## config.mk

```make
export PLATFORM = sky130hd
export DESIGN_NAME = alu_exec_pipe_flat
export DESIGN_NICKNAME = d
export VERILOG_FILES = /design/src/rtl/alu_exec_pipe_if.sv /design/src/rtl/alu_exec_pipe.sv /design/src/flat_wrapper.sv
export SDC_FILE = /design/constraint.sdc
export NUM_CORES = 1
export LEC_CHECK = 0
export BUFFER_PORTS_ARGS = -buffer_cell sky130_fd_sc_hd__buf_2
export CAP_MARGIN = 15
export CORE_MARGIN = 1
export CORE_UTILIZATION = 45
export CTS_CLUSTER_DIAMETER = 200
export DETAILED_ROUTE_END_ITERATION = 7
export SLEW_MARGIN = 5
export SYNTH_ARGS = -nofsm -noshare
export SYNTH_HDL_FRONTEND = slang
export SYNTH_SLANG_ARGS = --single-unit
export TNS_END_PERCENT = 30
```

## constraint.sdc

```tcl
create_clock -name clk -period 5.5 [get_ports clk]
set_input_delay 1.1 -clock clk [delete_from_list [all_inputs] [get_ports clk]]
set_output_delay 1.1 -clock clk [all_outputs]
set_load 0.01 [all_outputs]
```

## src/rtl/alu_exec_pipe_if.sv

```systemverilog
// Bundle of the instruction, result and debug buses of alu_exec_pipe.
// master = sequencer/debug host side, slave = the execute pipe.
interface alu_exec_pipe_if #(
    parameter int DATA_WIDTH = 16,
    parameter int ADDR_WIDTH = 3
);
    logic                  in_valid;
    logic                  in_ready;
    logic [ADDR_WIDTH-1:0] in_rs1;
    logic [ADDR_WIDTH-1:0] in_rs2;
    logic [ADDR_WIDTH-1:0] in_rd;
    logic                  in_wb_en;
    logic [3:0]            in_comm;
    logic                  in_mode;
    logic                  in_cin;
    logic                  in_b_sel;
    logic [DATA_WIDTH-1:0] in_imm;

    logic                  res_valid;
    logic                  res_ready;
    logic [DATA_WIDTH-1:0] res_data;
    logic                  res_cout;
    logic                  flag_z;
    logic                  flag_n;
    logic                  flag_c;
    logic                  flag_eq;

    logic                  dbg_we;
    logic [ADDR_WIDTH-1:0] dbg_addr;
    logic [DATA_WIDTH-1:0] dbg_wdata;
    logic [DATA_WIDTH-1:0] dbg_rdata;
    logic                  dbg_ready;

    modport master (
        output in_valid, in_rs1, in_rs2, in_rd, in_wb_en, in_comm, in_mode, in_cin,
               in_b_sel, in_imm, res_ready, dbg_we, dbg_addr, dbg_wdata,
        input  in_ready, res_valid, res_data, res_cout, flag_z, flag_n, flag_c, flag_eq,
               dbg_rdata, dbg_ready
    );

    modport slave (
        input  in_valid, in_rs1, in_rs2, in_rd, in_wb_en, in_comm, in_mode, in_cin,
               in_b_sel, in_imm, res_ready, dbg_we, dbg_addr, dbg_wdata,
        output in_ready, res_valid, res_data, res_cout, flag_z, flag_n, flag_c, flag_eq,
               dbg_rdata, dbg_ready
    );
endinterface

```

## src/rtl/alu_exec_pipe.sv

```systemverilog
// One-stage execute pipe: register file + 74181-style ALU, result register with
// write-back on transfer and bypass of the pending result into the next instruction.
module alu_exec_pipe #(
    parameter  int DATA_WIDTH = 16,
    parameter  int NUM_REGS   = 8,
    localparam int ADDR_WIDTH = $clog2(NUM_REGS)
) (
    input  logic            clk,
    input  logic            reset,
    alu_exec_pipe_if.slave  bus
);
    // Handshakes: a beat moves on a rising edge where valid && ready; valid never
    // depends on ready, and the result side holds res_* stable while stalled.

    logic [DATA_WIDTH-1:0] regs_q [NUM_REGS];

    logic                  res_valid_q, res_valid_d;
    logic [DATA_WIDTH-1:0] res_data_q,  res_data_d;
    logic                  res_cout_q,  res_cout_d;
    logic [ADDR_WIDTH-1:0] res_rd_q,    res_rd_d;
    logic                  res_wb_en_q, res_wb_en_d;
    logic                  res_eq_q,    res_eq_d;
    logic                  flag_z_q, flag_z_d;
    logic                  flag_n_q, flag_n_d;
    logic                  flag_c_q, flag_c_d;
    logic                  flag_eq_q, flag_eq_d;

    logic                  accept, transfer;
    logic                  byp_a, byp_b;
    logic [DATA_WIDTH-1:0] op_a, op_b_reg, op_b;
    logic [DATA_WIDTH-1:0] alu_f;
    logic                  alu_cout;
    logic                  rf_we;
    logic [ADDR_WIDTH-1:0] rf_waddr;
    logic [DATA_WIDTH-1:0] rf_wdata;

    assign bus.in_ready  = !res_valid_q || bus.res_ready;
    assign bus.dbg_ready = !res_valid_q;
    assign accept        = bus.in_valid && bus.in_ready;
    assign transfer      = res_valid_q && bus.res_ready;

    // An accept with a pending result always coincides with its transfer, so the
    // pending value is the one the register file is about to receive.
    assign byp_a    = res_valid_q && res_wb_en_q && (bus.in_rs1 == res_rd_q);
    assign byp_b    = res_valid_q && res_wb_en_q && (bus.in_rs2 == res_rd_q);
    assign op_a     = byp_a ? res_data_q : regs_q[bus.in_rs1];
    assign op_b_reg = byp_b ? res_data_q : regs_q[bus.in_rs2];
    assign op_b     = bus.in_b_sel ? bus.in_imm : op_b_reg;

    // Bit-level 74181: p/g are the active-high propagate/generate terms selected
    // by S; the nibble carry-lookahead chain is equivalent to this ripple.
    always_comb begin
        logic p, g, half, carry;
        alu_f = '0;
        carry = bus.in_cin;
        for (int i = 0; i < DATA_WIDTH; i++) begin
            p    = op_a[i] | (op_b[i] & bus.in_comm[0]) | (~op_b[i] & bus.in_comm[1]);
            g    = (op_a[i] & ~op_b[i] & bus.in_comm[2]) | (op_a[i] & op_b[i] & bus.in_comm[3]);
            half = p & ~g;
            alu_f[i] = bus.in_mode ? ~half : (half ^ carry);
            carry    = g | (p & carry);
        end
        alu_cout = bus.in_mode ? 1'b0 : carry;
    end

    always_comb begin
        res_valid_d = res_valid_q;
        res_data_d  = res_data_q;
        res_cout_d  = res_cout_q;
        res_rd_d    = res_rd_q;
        res_wb_en_d = res_wb_en_q;
        res_eq_d    = res_eq_q;
        flag_z_d    = flag_z_q;
        flag_n_d    = flag_n_q;
        flag_c_d    = flag_c_q;
        flag_eq_d   = flag_eq_q;
        rf_we       = 1'b0;
        rf_waddr    = bus.dbg_addr;
        rf_wdata    = bus.dbg_wdata;

        if (transfer) begin
            res_valid_d = 1'b0;
            flag_z_d    = (res_data_q == '0);
            flag_n_d    = res_data_q[DATA_WIDTH-1];
            flag_c_d    = res_cout_q;
            flag_eq_d   = res_eq_q;
        end
        if (accept) begin
            res_valid_d = 1'b1;
            res_data_d  = alu_f;
            res_cout_d  = alu_cout;
            res_rd_d    = bus.in_rd;
            res_wb_en_d = bus.in_wb_en;
            res_eq_d    = (op_a == op_b);
        end

        // Debug writes only land while the pipe is empty, so they never race write-back.
        if (transfer && res_wb_en_q) begin
            rf_we    = 1'b1;
            rf_waddr = res_rd_q;
            rf_wdata = res_data_q;
        end else if (bus.dbg_we && !res_valid_q) begin
            rf_we    = 1'b1;
        end
    end

    always_ff @(posedge clk) begin
        if (reset) begin
            for (int i = 0; i < NUM_REGS; i++) regs_q[i] <= '0;
            res_valid_q <= 1'b0;
            res_data_q  <= '0;
            res_cout_q  <= 1'b0;
            res_rd_q    <= '0;
            res_wb_en_q <= 1'b0;
            res_eq_q    <= 1'b0;
            flag_z_q    <= 1'b0;
            flag_n_q    <= 1'b0;
            flag_c_q    <= 1'b0;
            flag_eq_q   <= 1'b0;
        end else begin
            if (rf_we) regs_q[rf_waddr] <= rf_wdata;
            res_valid_q <= res_valid_d;
            res_data_q  <= res_data_d;
            res_cout_q  <= res_cout_d;
            res_rd_q    <= res_rd_d;
            res_wb_en_q <= res_wb_en_d;
            res_eq_q    <= res_eq_d;
            flag_z_q    <= flag_z_d;
            flag_n_q    <= flag_n_d;
            flag_c_q    <= flag_c_d;
            flag_eq_q   <= flag_eq_d;
        end
    end

    assign bus.res_valid = res_valid_q;
    assign bus.res_data  = res_data_q;
    assign bus.res_cout  = res_cout_q;
    assign bus.flag_z    = flag_z_q;
    assign bus.flag_n    = flag_n_q;
    assign bus.flag_c    = flag_c_q;
    assign bus.flag_eq   = flag_eq_q;
    assign bus.dbg_rdata = regs_q[bus.dbg_addr];
endmodule

```

## src/flat_wrapper.sv

```systemverilog
// flat-port wrapper written by rule: the top's interface ports become plain ports
module alu_exec_pipe_flat 
#(
    parameter  int DATA_WIDTH = 16,
    parameter  int NUM_REGS   = 8,
    localparam int ADDR_WIDTH = $clog2(NUM_REGS)
)
  (clk, reset, bus_in_valid, bus_in_rs1, bus_in_rs2, bus_in_rd, bus_in_wb_en, bus_in_comm, bus_in_mode, bus_in_cin, bus_in_b_sel, bus_in_imm, bus_res_ready, bus_dbg_we, bus_dbg_addr, bus_dbg_wdata, bus_in_ready, bus_res_valid, bus_res_data, bus_res_cout, bus_flag_z, bus_flag_n, bus_flag_c, bus_flag_eq, bus_dbg_rdata, bus_dbg_ready);
  alu_exec_pipe_if #(.DATA_WIDTH(DATA_WIDTH), .ADDR_WIDTH(3)) bus_i ();
  input  logic clk;
  input  logic reset;
  input wire logic [$bits(bus_i.in_valid)-1:0] bus_in_valid;
  input wire logic [$bits(bus_i.in_rs1)-1:0] bus_in_rs1;
  input wire logic [$bits(bus_i.in_rs2)-1:0] bus_in_rs2;
  input wire logic [$bits(bus_i.in_rd)-1:0] bus_in_rd;
  input wire logic [$bits(bus_i.in_wb_en)-1:0] bus_in_wb_en;
  input wire logic [$bits(bus_i.in_comm)-1:0] bus_in_comm;
  input wire logic [$bits(bus_i.in_mode)-1:0] bus_in_mode;
  input wire logic [$bits(bus_i.in_cin)-1:0] bus_in_cin;
  input wire logic [$bits(bus_i.in_b_sel)-1:0] bus_in_b_sel;
  input wire logic [$bits(bus_i.in_imm)-1:0] bus_in_imm;
  input wire logic [$bits(bus_i.res_ready)-1:0] bus_res_ready;
  input wire logic [$bits(bus_i.dbg_we)-1:0] bus_dbg_we;
  input wire logic [$bits(bus_i.dbg_addr)-1:0] bus_dbg_addr;
  input wire logic [$bits(bus_i.dbg_wdata)-1:0] bus_dbg_wdata;
  output wire logic [$bits(bus_i.in_ready)-1:0] bus_in_ready;
  output wire logic [$bits(bus_i.res_valid)-1:0] bus_res_valid;
  output wire logic [$bits(bus_i.res_data)-1:0] bus_res_data;
  output wire logic [$bits(bus_i.res_cout)-1:0] bus_res_cout;
  output wire logic [$bits(bus_i.flag_z)-1:0] bus_flag_z;
  output wire logic [$bits(bus_i.flag_n)-1:0] bus_flag_n;
  output wire logic [$bits(bus_i.flag_c)-1:0] bus_flag_c;
  output wire logic [$bits(bus_i.flag_eq)-1:0] bus_flag_eq;
  output wire logic [$bits(bus_i.dbg_rdata)-1:0] bus_dbg_rdata;
  output wire logic [$bits(bus_i.dbg_ready)-1:0] bus_dbg_ready;
  assign bus_i.in_valid = bus_in_valid;
  assign bus_i.in_rs1 = bus_in_rs1;
  assign bus_i.in_rs2 = bus_in_rs2;
  assign bus_i.in_rd = bus_in_rd;
  assign bus_i.in_wb_en = bus_in_wb_en;
  assign bus_i.in_comm = bus_in_comm;
  assign bus_i.in_mode = bus_in_mode;
  assign bus_i.in_cin = bus_in_cin;
  assign bus_i.in_b_sel = bus_in_b_sel;
  assign bus_i.in_imm = bus_in_imm;
  assign bus_i.res_ready = bus_res_ready;
  assign bus_i.dbg_we = bus_dbg_we;
  assign bus_i.dbg_addr = bus_dbg_addr;
  assign bus_i.dbg_wdata = bus_dbg_wdata;
  assign bus_in_ready = bus_i.in_ready;
  assign bus_res_valid = bus_i.res_valid;
  assign bus_res_data = bus_i.res_data;
  assign bus_res_cout = bus_i.res_cout;
  assign bus_flag_z = bus_i.flag_z;
  assign bus_flag_n = bus_i.flag_n;
  assign bus_flag_c = bus_i.flag_c;
  assign bus_flag_eq = bus_i.flag_eq;
  assign bus_dbg_rdata = bus_i.dbg_rdata;
  assign bus_dbg_ready = bus_i.dbg_ready;
  alu_exec_pipe #(.DATA_WIDTH(DATA_WIDTH), .NUM_REGS(NUM_REGS)) u_core (.clk(clk), .reset(reset), .bus(bus_i));
endmodule
```

[Yosys cells after proc, flatten, opt, wreduce, memory -nomap -nowiden]
Memories as Yosys holds them, arrays and structs flattened.
Cells that the tools add are included.
Word-level totals
  register bits after elaboration: 27
  memory bits (writable): 128
  input port bits: 57
  output and inout bits: 40
  memories: 1
Cells by class
  eq/ne operators: 3
  multiplexer cells: 34
  bitwise operators: 256
  reductions and logical operators: 12
Memory list
  u_core.regs_q: depth 8, bits a word 16, read ports 3, clocked after Yosys merged registers in 0, write ports 8, RTL line alu_exec_pipe.sv:15  | logic [DATA_WIDTH-1:0] regs_q [NUM_REGS];
Operators with widths (count)
  $and A1 B1 Y1: 128
  $mux W16: 5
  $or A1 B1 Y1: 64
  $not A1 Y1: 48
  $mux W1: 27
  $eq A16 B16 Y1: 1
  $logic_not A16 Y1: 1
  $reduce_or A16 Y1: 1
  $xor A1 B1 Y1: 16
  $logic_and A1 B1 Y1: 7
  $eq A3 B3 Y1: 2
  $mux W3: 2
  $reduce_bool A2 Y1: 1
  $logic_not A1 Y1: 1
  $logic_or A1 B1 Y1: 1

[Depth between registers and ports, before layout]
  depth after elaboration: 40
  gate-level depth with buffers: 20
  gate-level depth less buffers: 16

[Worst setup path before layout]
No wires, ideal clock.
  path type: input to register
  start: input bus_in_rs2[1]
  end: register u_core.res_data_q[15] (netlist: u_core.bus.res_data[15])
  library setup time: 0.120 ns
  arrival: 4.708 ns
  required time: 5.380 ns
  slack: 0.672 ns
  cell stages on the path: 19
  cell sequence: buf_2 -> xor2_2 -> or4_1 -> buf_2 -> clkbuf_1 -> buf_2 -> nand2_1 -> a31oi_1 -> ha_1 -> a22oi_1 -> o311ai_0 -> nor4_1 -> o21ai_1 -> and4b_1 -> o31ai_2 -> nor2_1 -> a2111oi_4 -> nor3b_1 -> a211o_1
Between the ends
  word-level cells in the longest chain between the ends: 39
  elaborated cells on any way between the ends: 200
  those cells by class: eq/ne: 1; mux: 3; bitwise: 194; reduce/logical: 1; memory: 1
RTL lines
  start: declaration: RTL line flat_wrapper.sv:14  | input wire logic [$bits(bus_i.in_rs2)-1:0] bus_in_rs2;
  parallel branches: the longest is 2 deep, another holds $mem_v2 Z8 W16
  $mux W16 *: RTL line alu_exec_pipe.sv:47  | assign op_b_reg = byp_b ? res_data_q : regs_q[bus.in_rs2];
  $mux W16 *: RTL line alu_exec_pipe.sv:48  | assign op_b = bus.in_b_sel ? bus.in_imm : op_b_reg;
  $and A1 B1 Y1 or $not A1 Y1 (tied branches): RTL line alu_exec_pipe.sv:57, alu_exec_pipe.sv:58
  $or A1 B1 Y1 (tied with other cells): RTL line alu_exec_pipe.sv:57  | p = op_a[i] | (op_b[i] & bus.in_comm[0]) | (~op_b[i] & bus.in_comm[1]);
  $or A1 B1 Y1 or $and A1 B1 Y1 (tied branches): RTL line alu_exec_pipe.sv:57, alu_exec_pipe.sv:58
  $and A1 B1 Y1 or $or A1 B1 Y1 (tied branches): RTL line alu_exec_pipe.sv:61, alu_exec_pipe.sv:58
  $or A1 B1 Y1: RTL line alu_exec_pipe.sv:61  | carry = g | (p & carry);
  [22 not listed]
  $and A1 B1 Y1: RTL line alu_exec_pipe.sv:61
  $or A1 B1 Y1: RTL line alu_exec_pipe.sv:61
  $and A1 B1 Y1: RTL line alu_exec_pipe.sv:61
  $or A1 B1 Y1: RTL line alu_exec_pipe.sv:61
  $and A1 B1 Y1: RTL line alu_exec_pipe.sv:61
  $or A1 B1 Y1: RTL line alu_exec_pipe.sv:61
  $xor A1 B1 Y1: RTL line alu_exec_pipe.sv:60  | alu_f[i] = bus.in_mode ? ~half : (half ^ carry);
  $mux W1 *: RTL line alu_exec_pipe.sv:60
  end signal: assignment: RTL line alu_exec_pipe.sv:123  | res_data_q <= res_data_d;
  end: declaration: RTL line alu_exec_pipe.sv:18  | logic [DATA_WIDTH-1:0] res_data_q, res_data_d;
Mark *: on every way between the ends.
A chain may end at the register's enable or synchronous reset.

[Worst setup path after layout]
  start: input bus_in_rs2[0]
  end: register u_core.res_data_q[15] (netlist: u_core.bus.res_data[15])
The elaborated chain is that of the path after synthesis.

==> summary.md <==
| Metric | Value |
|---|---|
| Status | complete, no violations |
| ANT cells | 0 |
| HP Class | flip-flop to flip-flop |
| Final period util | between 80% and 90% |
| Clock root buffer | clkbuf_16 |
| Largest net degree at the start of global routing | 37 |
| Cells along the critical path | buf_2 > buf_4 > mux4_2 > mux2i_1 > a221oi_1 > ha_1 > a22oi_1 > inv_1 > a21oi_1 > o21ai_1 > o31ai_2 > nor2_1 > a2111oi_4 > nor3b_1 > a211o_1 |
| Met3 Use GR | under 10% |
| Crit path DAT | ~4.9 ns |
| All-Layer GR Usage | approximately 28% |
| Core ar. | roughly 24000 um2 |
| Worst setup EP type | flip-flop |
| Total Wirelength | between 30 and 40 mm |
| Post-Syn Area | 10900 um2 |
| CTS tree | yes |
| Finished Cell Area | between 10000 and 15000 um2 |
| Buffer and inverter count on the worst path | 3 |
| Vias in the first global route | a little over 8000 |
| Post-synth top flop | edfxtp_1 |
| Crit-path slowest cell | mux4_2 |
| Flops & latches, synth | 155 |
| WP data required | 5.83 ns |
| Drt pass-1 iters | 5 |
| Layout fillers | roughly 2200 |
| Cts repair resizes | 0 |
| Post-Synthesis Cells | 970 |
| Port bufs | between 90 and 100 |
| Die W | around 160 um |
| PwrDens | between 200 and 300 nW/um2 |
| Die Area | approximately 25000 um2 |
| Asr flop ratio synth | 0% |
| Hold buffer count at CTS | 0 |
| Clk_skew | approximately 0.011 ns |
| Relative slew slack | about a fifth |
| Hold Fails Final Rpt | 0 |
| Grt peak-use layer | met2 |
| Pleak | 4.95 nW |
| Grt met1 use | between 30% and 40% |
| CP Class | input port to flip-flop |
| Crit path max fanout | 12 |
| Drc violations | 0 |
| Avg Cell Area, Syn | 11.3 um2 |
| Post-DP Area | between 10000 and 15000 um2 |
| Biggest area consumer among synthesized cells | edfxtp_1 |
| RSZ-0062 raised after global routing | false |
| Kind of cell adding the most delay to the critical path | compound AO/OA/AOI/OAI gates |
| Antenna viol nets, final | 0 |
| Max Cap Viol | 0 |
| Yosys warning count | 0 |
| Net Count, Synth | 1058 |
| Layout cells sized above 1 | approximately 29% |
| Main area contributors after synthesis | edfxtp_1, mux4_2, nor2_1, dfxtp_1, mux2i_1 |
| Slowest Stage Delay on Critical Path | between 0.5 and 0.6 ns |
| Via density per instance | approximately 6.2 |
| Grt ovf | 0 |
| Slew Viols, Final | 0 |
| Rows | 56 |
| Hpwl dp | ~24 mm |
| Max FFs per register | 128 |
| Top cells by count, synth | nor2_1, edfxtp_1, mux4_2 |
| GP Congestion | around 0.86 |
| Seq/Total Area, Yosys | 40.1% |
| Die H | ~160 um |
| Setup TNS | 0 ns |
| Initial Utilization | a little under half |
| Fmax | about 0.22 GHz |
| Later-pin clock latency in the skew report | roughly 0.43 ns |
| Wire length per cell | around 24 um |
| Clock Pin Slew Worst Setup and Hold Paths | 0.07 ns |
| Most frequent cell after synthesis | nor2_1 |
| Vias | 8586 |
| Initial antenna violation count | 0 |
| Post-synth EDFFs | about 130 |
| Clk buf depth | 2 |
| Yosys cell types | 67 |
| Top cell type's share of synthesized area | a little over a third |
| CTS H-tree depth | 4 |
| Nets | ~1100 |
| Top reg by flops | u_core.regs_q |
| TritonCTS Buffers | 17 |
| Final worst path period need | 4.60 ns |
| Met2 Use GR | between 40 and 50% |
| Startpoint Class | input port |
| Max VDD drop | 0.000180 V |
| First-pass GRT wire length | slightly above 50 mm |
| Initial DRC count | 831 |
| Worst-margin pin slew | ~1.2 ns |
| Synth-to-Final Area Change | 12.8% |
| # setup viols final | 0 |
| Clock Sinks | between 150 and 200 |
| Post-CTS setup buffer count | 0 |
| I/O pins | 97 |
worst paths after layout:
| path | depth (start not counted) | endpoint | start | slack (ns) |
|---|---|---|---|---|
| min | 2 | u_core.bus.flag_c$_SDFFE_PP0P_ | u_core.bus.flag_c$_SDFFE_PP0P_ | 0.45 |
| max reg2reg | 14 | u_core.bus.res_data[15]$_SDFFE_PP0P_ | u_core.res_rd_q[1]$_SDFFE_PP0P_ | 1.24 |
| min reg2reg | 2 | u_core.bus.flag_c$_SDFFE_PP0P_ | u_core.bus.flag_c$_SDFFE_PP0P_ | 0.45 |
| max | 15 | u_core.bus.res_data[15]$_SDFFE_PP0P_ | bus_in_rs2[0] | 0.90 |
power by group:
group | internal, mW | switching (mW) | total (mW)
Clock | 0.577 | 0.514 | 1.09
Sequential | 1.33 | 0.0806 | 1.41
Combinational | 0.325 | 0.404 | 0.729
Total | 2.23 | 0.999 | 3.23
kinds of logic (layout without fill, tap and decap cells):
family / after synthesis / in the layout / synth area share (%)
compound gates: 149 / 149 / 9.58
xor+xnor: 17 / 17 / 1.43
fa+ha+maj: 31 / 31 / 3.54
buf+inv: 102 / 196 / 4.03
flops: 155 / 155 / 40.1
mux: 178 / 178 / 27.7
simple gates: 338 / 338 / 13.7
per-layer routing:
metal / vias up / share of wire, %
met2: 420 / 49
met4: 0 / 2.1
met1: 4271 / 41
met3: 60 / 8.1
li1: 3835 / -
met5: - / 0
cells in the final DEF, fill, tap and decap left out, types with 9 or more instances in the layout:
cell type	instances
nand2_1	85
nor2b_1	12
a211oi_1	11
mux2i_1	46
nand2b_1	16
nor2_1	167
a22o_1	9
dfxtp_1	27
xor2_1	9
mux4_2	96
a22oi_1	9
a21oi_1	43
nand3_1	9
edfxtp_1	128
ha_1	31
o21ai_0	20
buf_2	96
clkbuf_16	17
inv_1	31
mux2_2	36
buf_4	36
area by class of cell:
cell class	instances	area [um2]	area share [%]
multi-input cells	713	6130	49.6
inverters	31	116	0.942
repair buffers	134	791	6.40
clock buffers	18	429	3.48
well taps	319	399	3.23
clock inverters	13	97.6	0.790
flip-flops and latches	155	4380	35.5
worst min-delay path, cell delays in order, from the launching register on:
cell and delay [ns]:
dfxtp_1 0.31, nand2_1 0.05, a21oi_1 0.05
per-stage QoR:
stage	total power, mW	setup WS, ns	hold slack, ns	std cells	util, %
finish	3.23	0.898	0.454	1383	52.1
global route	3.36	0.654	0.486	1383	52.1
CTS	3.23	0.892	0.457	1383	52.1
detailed placement	2.16	0.456	0.448	1352	49.9
global placement	2.15	0.514	0.443	1352	49.9
floorplan	1.92	0.672	0.437	970	-
(Power assumes the default switching activity.)
